## config.mk

```make
export PLATFORM = sky130hd
export DESIGN_NAME = uart_hex_loader
export DESIGN_NICKNAME = d
export VERILOG_FILES = /design/src/rtl/uart_hex_loader.sv
export SDC_FILE = /design/constraint.sdc
export NUM_CORES = 1
export LEC_CHECK = 0
export ABC_AREA = 1
export BUFFER_PORTS_ARGS = -buffer_cell sky130_fd_sc_hd__buf_2
export CAP_MARGIN = 20
export CORE_MARGIN = 5
export CORE_UTILIZATION = 47
export CTS_CLUSTER_SIZE = 10
export DETAILED_ROUTE_END_ITERATION = 8
export PLACE_DENSITY = 0.77
export RECOVER_POWER = 50
export SYNTH_ARGS = -nofsm -noshare
export SYNTH_HDL_FRONTEND = slang
export SYNTH_SLANG_ARGS = --single-unit
```

## constraint.sdc

```tcl
create_clock -name clk -period 2.73 [get_ports clk]
set_input_delay 0.273 -clock clk [delete_from_list [all_inputs] [get_ports clk]]
set_output_delay 0.273 -clock clk [all_outputs]
set_load 0.01 [all_outputs]
```

## src/rtl/uart_hex_loader.sv

```systemverilog
// -----------------------------------------------------------------------------
// uart_hex_loader
//   Parses an ASCII hex load stream coming out of uart_rx and writes the
//   decoded bytes into CPU program memory. The CPU is held halted from 'L'
//   until 'G', which releases it with a one-cycle start pulse.
//
//   Protocol (after 'L'):  hex pairs are data bytes written at an
//   auto-incrementing address; '@hh' sets the address; space/CR/LF/','
//   are ignored; 'L' restarts at address 0 and clears err; 'G' runs.
//
// Optional feature macro: UART_LOADER_ECHO_EN
//   When defined, every accepted byte is echoed on tx_data/tx_data_valid and
//   further rx bytes are held off until the echo is taken. When undefined,
//   the tx outputs are tied to 0 and tx_data_ready is ignored.
//
// Ports
//   clk, rst                 clock, asynchronous active-high reset
//   rx_data/_valid/_ready    byte stream from uart_rx (ready = 1-cycle pulse)
//   mem_we/mem_addr/mem_wdata program memory write port
//   cpu_halt, cpu_start      CPU run control
//   err                      sticky protocol error, cleared by 'L'
//   tx_data/_valid/_ready    echo stream (echo build only)
// -----------------------------------------------------------------------------
module uart_hex_loader #(
  parameter int ADDR_W = 4
) (
  input  logic              clk,
  input  logic              rst,
  input  logic [7:0]        rx_data,
  input  logic              rx_data_valid,
  output logic              rx_data_ready,
  output logic              mem_we,
  output logic [ADDR_W-1:0] mem_addr,
  output logic [7:0]        mem_wdata,
  output logic              cpu_halt,
  output logic              cpu_start,
  output logic              err,
  output logic [7:0]        tx_data,
  output logic              tx_data_valid,
  input  logic              tx_data_ready
);

  typedef enum logic [2:0] {
    S_IDLE,
    S_HI,
    S_LO,
    S_AHI,
    S_ALO
  } state_t;

  // Returns {is_hex, nibble}.
  function automatic logic [4:0] hex_dec(input logic [7:0] c);
    if (c >= 8'h30 && c <= 8'h39)      return {1'b1, c[3:0]};
    else if (c >= 8'h41 && c <= 8'h46) return {1'b1, c[3:0] + 4'd9};
    else if (c >= 8'h61 && c <= 8'h66) return {1'b1, c[3:0] + 4'd9};
    else                               return 5'd0;
  endfunction

  function automatic logic is_ws(input logic [7:0] c);
    return (c == 8'h20) || (c == 8'h0D) || (c == 8'h0A) || (c == 8'h2C);
  endfunction

  state_t              state_q, state_d;
  logic [ADDR_W-1:0]   addr_q, addr_d;
  logic [3:0]          hi_q, hi_d;
  logic [7:0]          wdata_q, wdata_d;
  logic                we_q, we_d;
  logic                start_q, start_d;
  logic                halt_q, halt_d;
  logic                err_q, err_d;
  logic                rdy_q, rdy_d;
  // Set once a byte is taken; cleared only when valid drops, so a source
  // that keeps valid high after the ready pulse cannot get its byte
  // consumed twice.
  logic                consumed_q, consumed_d;
  logic [7:0]          tx_q, tx_d;
  logic                txv_q, txv_d;

  logic                echo_busy;
  logic                accept;
  logic [4:0]          hd;
  logic                hx;
  logic [3:0]          nib;
  logic [7:0]          byte_v;
  logic                is_l, is_g;

`ifdef UART_LOADER_ECHO_EN
  assign echo_busy = txv_q;
`else
  assign echo_busy = 1'b0;
  logic unused_tx_ready;
  assign unused_tx_ready = tx_data_ready;
`endif

  assign accept = rx_data_valid && !rdy_q && !consumed_q && !echo_busy;
  assign hd     = hex_dec(rx_data);
  assign hx     = hd[4];
  assign nib    = hd[3:0];
  assign byte_v = {hi_q, nib};
  assign is_l   = (rx_data == 8'h4C) || (rx_data == 8'h6C);
  assign is_g   = (rx_data == 8'h47) || (rx_data == 8'h67);

  always_comb begin
    state_d    = state_q;
    addr_d     = addr_q;
    hi_d       = hi_q;
    wdata_d    = wdata_q;
    we_d       = 1'b0;
    start_d    = 1'b0;
    halt_d     = halt_q;
    err_d      = err_q;
    rdy_d      = 1'b0;
    consumed_d = consumed_q;
    tx_d       = tx_q;
    txv_d      = txv_q;

    // Address advances on the cycle after the strobe so mem_addr stays
    // stable for the whole write. The ready pulse coincides with the
    // strobe, so no byte can be accepted in the same cycle.
    if (we_q) addr_d = addr_q + 1'b1;

    if (!rx_data_valid) consumed_d = 1'b0;

`ifdef UART_LOADER_ECHO_EN
    if (txv_q && tx_data_ready) txv_d = 1'b0;
`endif

    if (accept) begin
      rdy_d      = 1'b1;
      consumed_d = 1'b1;
`ifdef UART_LOADER_ECHO_EN
      tx_d  = rx_data;
      txv_d = 1'b1;
`endif
      unique case (state_q)
        S_IDLE: begin
          if (is_l) begin
            state_d = S_HI;
            addr_d  = '0;
            err_d   = 1'b0;
            halt_d  = 1'b1;
          end
        end
        S_HI: begin
          if (hx) begin
            hi_d    = nib;
            state_d = S_LO;
          end else if (is_ws(rx_data)) begin
            state_d = S_HI;
          end else if (rx_data == 8'h40) begin
            state_d = S_AHI;
          end else if (is_g) begin
            start_d = 1'b1;
            halt_d  = 1'b0;
            state_d = S_IDLE;
          end else if (is_l) begin
            addr_d = '0;
            err_d  = 1'b0;
          end else begin
            err_d = 1'b1;
          end
        end
        S_LO: begin
          if (hx) begin
            we_d    = 1'b1;
            wdata_d = byte_v;
          end else begin
            err_d = 1'b1;
          end
          state_d = S_HI;
        end
        S_AHI: begin
          if (hx) begin
            hi_d    = nib;
            state_d = S_ALO;
          end else begin
            err_d   = 1'b1;
            state_d = S_HI;
          end
        end
        S_ALO: begin
          if (hx) addr_d = ADDR_W'(byte_v);
          else    err_d  = 1'b1;
          state_d = S_HI;
        end
        default: state_d = S_IDLE;
      endcase
    end
  end

  always_ff @(posedge clk or posedge rst) begin
    if (rst) begin
      state_q    <= S_IDLE;
      addr_q     <= '0;
      hi_q       <= '0;
      wdata_q    <= '0;
      we_q       <= 1'b0;
      start_q    <= 1'b0;
      halt_q     <= 1'b0;
      err_q      <= 1'b0;
      rdy_q      <= 1'b0;
      consumed_q <= 1'b0;
      tx_q       <= '0;
      txv_q      <= 1'b0;
    end else begin
      state_q    <= state_d;
      addr_q     <= addr_d;
      hi_q       <= hi_d;
      wdata_q    <= wdata_d;
      we_q       <= we_d;
      start_q    <= start_d;
      halt_q     <= halt_d;
      err_q      <= err_d;
      rdy_q      <= rdy_d;
      consumed_q <= consumed_d;
      tx_q       <= tx_d;
      txv_q      <= txv_d;
    end
  end

  assign rx_data_ready = rdy_q;
  assign mem_we        = we_q;
  assign mem_addr      = addr_q;
  assign mem_wdata     = wdata_q;
  assign cpu_halt      = halt_q;
  assign cpu_start     = start_q;
  assign err           = err_q;
  assign tx_data       = tx_q;
  assign tx_data_valid = txv_q;

endmodule
```

==> run_results.csv <==
group,metric,value,unit
global_routing,grt_pass1_vias,1295,
detailed_routing,first_iter_violations,82,
layout,n_antenna_cell,0,
detailed_routing,vias,1512,
setup_path,critPathCaptureType,"register",
clock_network,cts_root_buffer,"clkbuf_8",
clock_network,cts_tree,"yes",
floorplan,die_w,70.9,um
clock_network,cts_htree_levels,1,
power_and_ir_drop,p_int,687,uW
yosys,synthCells,241,
setup_path,worstPathRequired,2.95,ns
floorplan,die-area,5030,sq um
floorplan,rows,22,
power_and_ir_drop,powerDensity,600,nW/um^2
sta,setup_viol,0,
yosys,syn_area,1750,sq um
sta,slew_headroom,27.1,%
layout,nFillCells,374,
sta,period_share,76.3,%
placed_design,place_area,1860,sq um
setup_path,critPathLaunchType,"register",
layout,drive_above_1_share,16.8,%
layout,fin_util,52.1,%
yosys,ys.flop_type,"dfrtp_1",
floorplan,die_y,70.9,um
global_routing,grt_usage,13.6,%
setup_path,crit_arrival,2.30,ns
yosys,ys_seq_elements,25,
yosys,async_flop_share,100,%
power_and_ir_drop,pwr-share-clk,19.2,%
setup_path,critical_path.startpoint,"rx_data_ready",
setup_path,crit_type,"register to register",
detailed_routing,drc,0,
sta,skew,0.00845,ns
detailed_routing,first_pass_iters,4,
power_and_ir_drop,share_comb_of_total_power,37.0,%
power_and_ir_drop,p_switching,450,uW
sta,worst_pin_slew,1.09,ns
global_routing,grt_max_degree,26,
clock_network,postCtsSetupBuffers,0,
layout,area_growth,8.53,%
global_routing,grt_overflow,0,
clock_network,ctsHoldBuffers,0,
yosys,ys_types,32,
clock_network,max-clock-path-buffers,2,
clock_network,clkSinkCount,25,
placed_design,port_buffers,27,
sta,fmax,0.480,GHz
layout,design_area,1890,sq um
outcome,status,"finished, final reports clean",
yosys,synth_edf_count,0,
sta,grt_setup_unrepaired,"no",
detailed_routing,wl,3.38,mm
yosys,ys_seq_area_share,35.8,%
setup_path,r2r_start,"rx_data_ready",
layout,fin_nets,286,
yosys,synth.most_common_cell,"nand2_1",
yosys,yosysWarnings,0,
placed_design,gp_congestion,0.925,
yosys,syn_avg_cell_area,7.24,sq um
yosys,yosysTopAreaCell,"dfrtp_1",
floorplan,core_region_area,3630,sq um
power_and_ir_drop,irDropWorstVdd,214,uV
sta,setup_tns,0,ns
placed_design,pre_cts_slack,0.738,ns
clock_network,cts_resized,0,
sta,hold_viol,0,
setup_path,path_max_fanout,13,
min_path,hold_class,"input port to asynchronous set/reset pin",
clock_network,clk_pin_slew,0.09,ns
power_and_ir_drop,swShare,39.6,%
placed_design,dp_hpwl,2.63,mm
job,max-cap-violations,0,
yosys,yosys-top-cells-area,"dfrtp_1 36%, nand2_1 18%, nand3_1 6.9%, inv_1 5.6%, buf_4 4.3%",
yosys,synth_top_area_share,35.8,%
sta,maxSlewViolCount,0,
power_and_ir_drop,p_leak,0.00107,uW
floorplan,initial_core_util,48.0,%
global_routing,grt_pass1_wl,5.65,mm
power_and_ir_drop,p_seq_share,43.8,%
global_routing,antenna_found_initial,0,
detailed_routing,antenna_left,0,
detailed_routing,viasPerCell,4.78,
clock_network,cts_buffers,3,
clock_network,clock_latency,0.27,ns
floorplan,io_pins,38,
yosys,yosys-top-cells-count,"83 x nand2_1, 26 x inv_1, 25 x dfrtp_1",
sta,setup_slack,0.648,ns
sta,period_minus_slack,2.08,ns
detailed_routing,routedWlPerCell,10.7,um
## through the flow
stage | hold slack, ns | cells | power [uW]
global placement | 0.456 | 312 | 924
CTS | 0.213 | 316 | 1150
floorplan | 0.300 | 249 | 838
detailed placement | 0.461 | 312 | 931
finish | 0.186 | 316 | 1140
global route | 0.247 | 316 | 1230
## critical path, cell delays in order, from the launching register on
cell	delay [ns]
dfrtp_1	0.39
nor3_1	0.88
nand3_2	0.39
inv_1	0.23
nand2_1	0.08
nand2_1	0.06
## cells by family after synthesis
group,share of synthesized area (%)
and+or+nand+nor,39.8
AOI/OAI and AO/OA,5.95
other,0.215
xor gates and xnor gates,1.51
buffers and inverters,13.1
adders and majority gates,3.58
DFF,35.8
## per-layer routing
metal | wire, um | up-vias | share of wire, % | global-route usage, %
li1 | - | 799 | - | -
met1 | 1580 | 667 | 47 | 19.1
met2 | 1560 | 42 | 46 | 21.7
met3 | 192 | 4 | 5.7 | 0.994
met4 | 48 | 0 | 1.4 | 5.64
met5 | 0 | - | 0 | 0
## placed cells by master, fill, tap and decap left out, types with 6 or more instances in the layout
cell type	synthesis	routed
inv_1	26	26
nor2_1	14	14
clkbuf_1	0	6
nand3_1	24	24
conb_1	1	9
o21ai_1	12	12
dfrtp_1	25	25
nand2_1	83	83
buf_2	0	21
## cell type report
type                            count  area, sq um  area share [%]
Clock buffer                        3         41.3            2.18
Clock inverter                      1         7.51           0.396
Inverter                           32          123            6.47
Multi-Input combinational cell    180          910            48.0
Sequential cell                    25          626            33.0
Tap cell                           48         60.1            3.17
Timing Repair Buffer               27          128            6.74
## sequential cells by signal, indices dropped and copies added (netlist names), 3 cells and up
register / count
state_q: 3
mem_addr: 4
hi_q: 4
mem_wdata: 8
## power by group through the flow
stage	registers [uW]	clock network [uW]	logic (uW)
global placement	503	0	421
detailed placement	506	0	425
finish	498	218	420
CTS	498	225	428
floorplan	500	0	338
global route	508	241	483
## path summary, 6_finish.rpt
kind	end	slack (ns)	cells after the start
max in group asynchronous	state_q[1]	1.97	2
hold / removal	mem_wdata[4]	0.19	2
setup / recovery	mem_wdata[6]	0.65	5
hold reg to reg	consumed_q	0.47	1
setup reg to reg	mem_wdata[6]	0.65	5
min in group clk	consumed_q	0.24	3
Power figures use the tool's default switching activity.
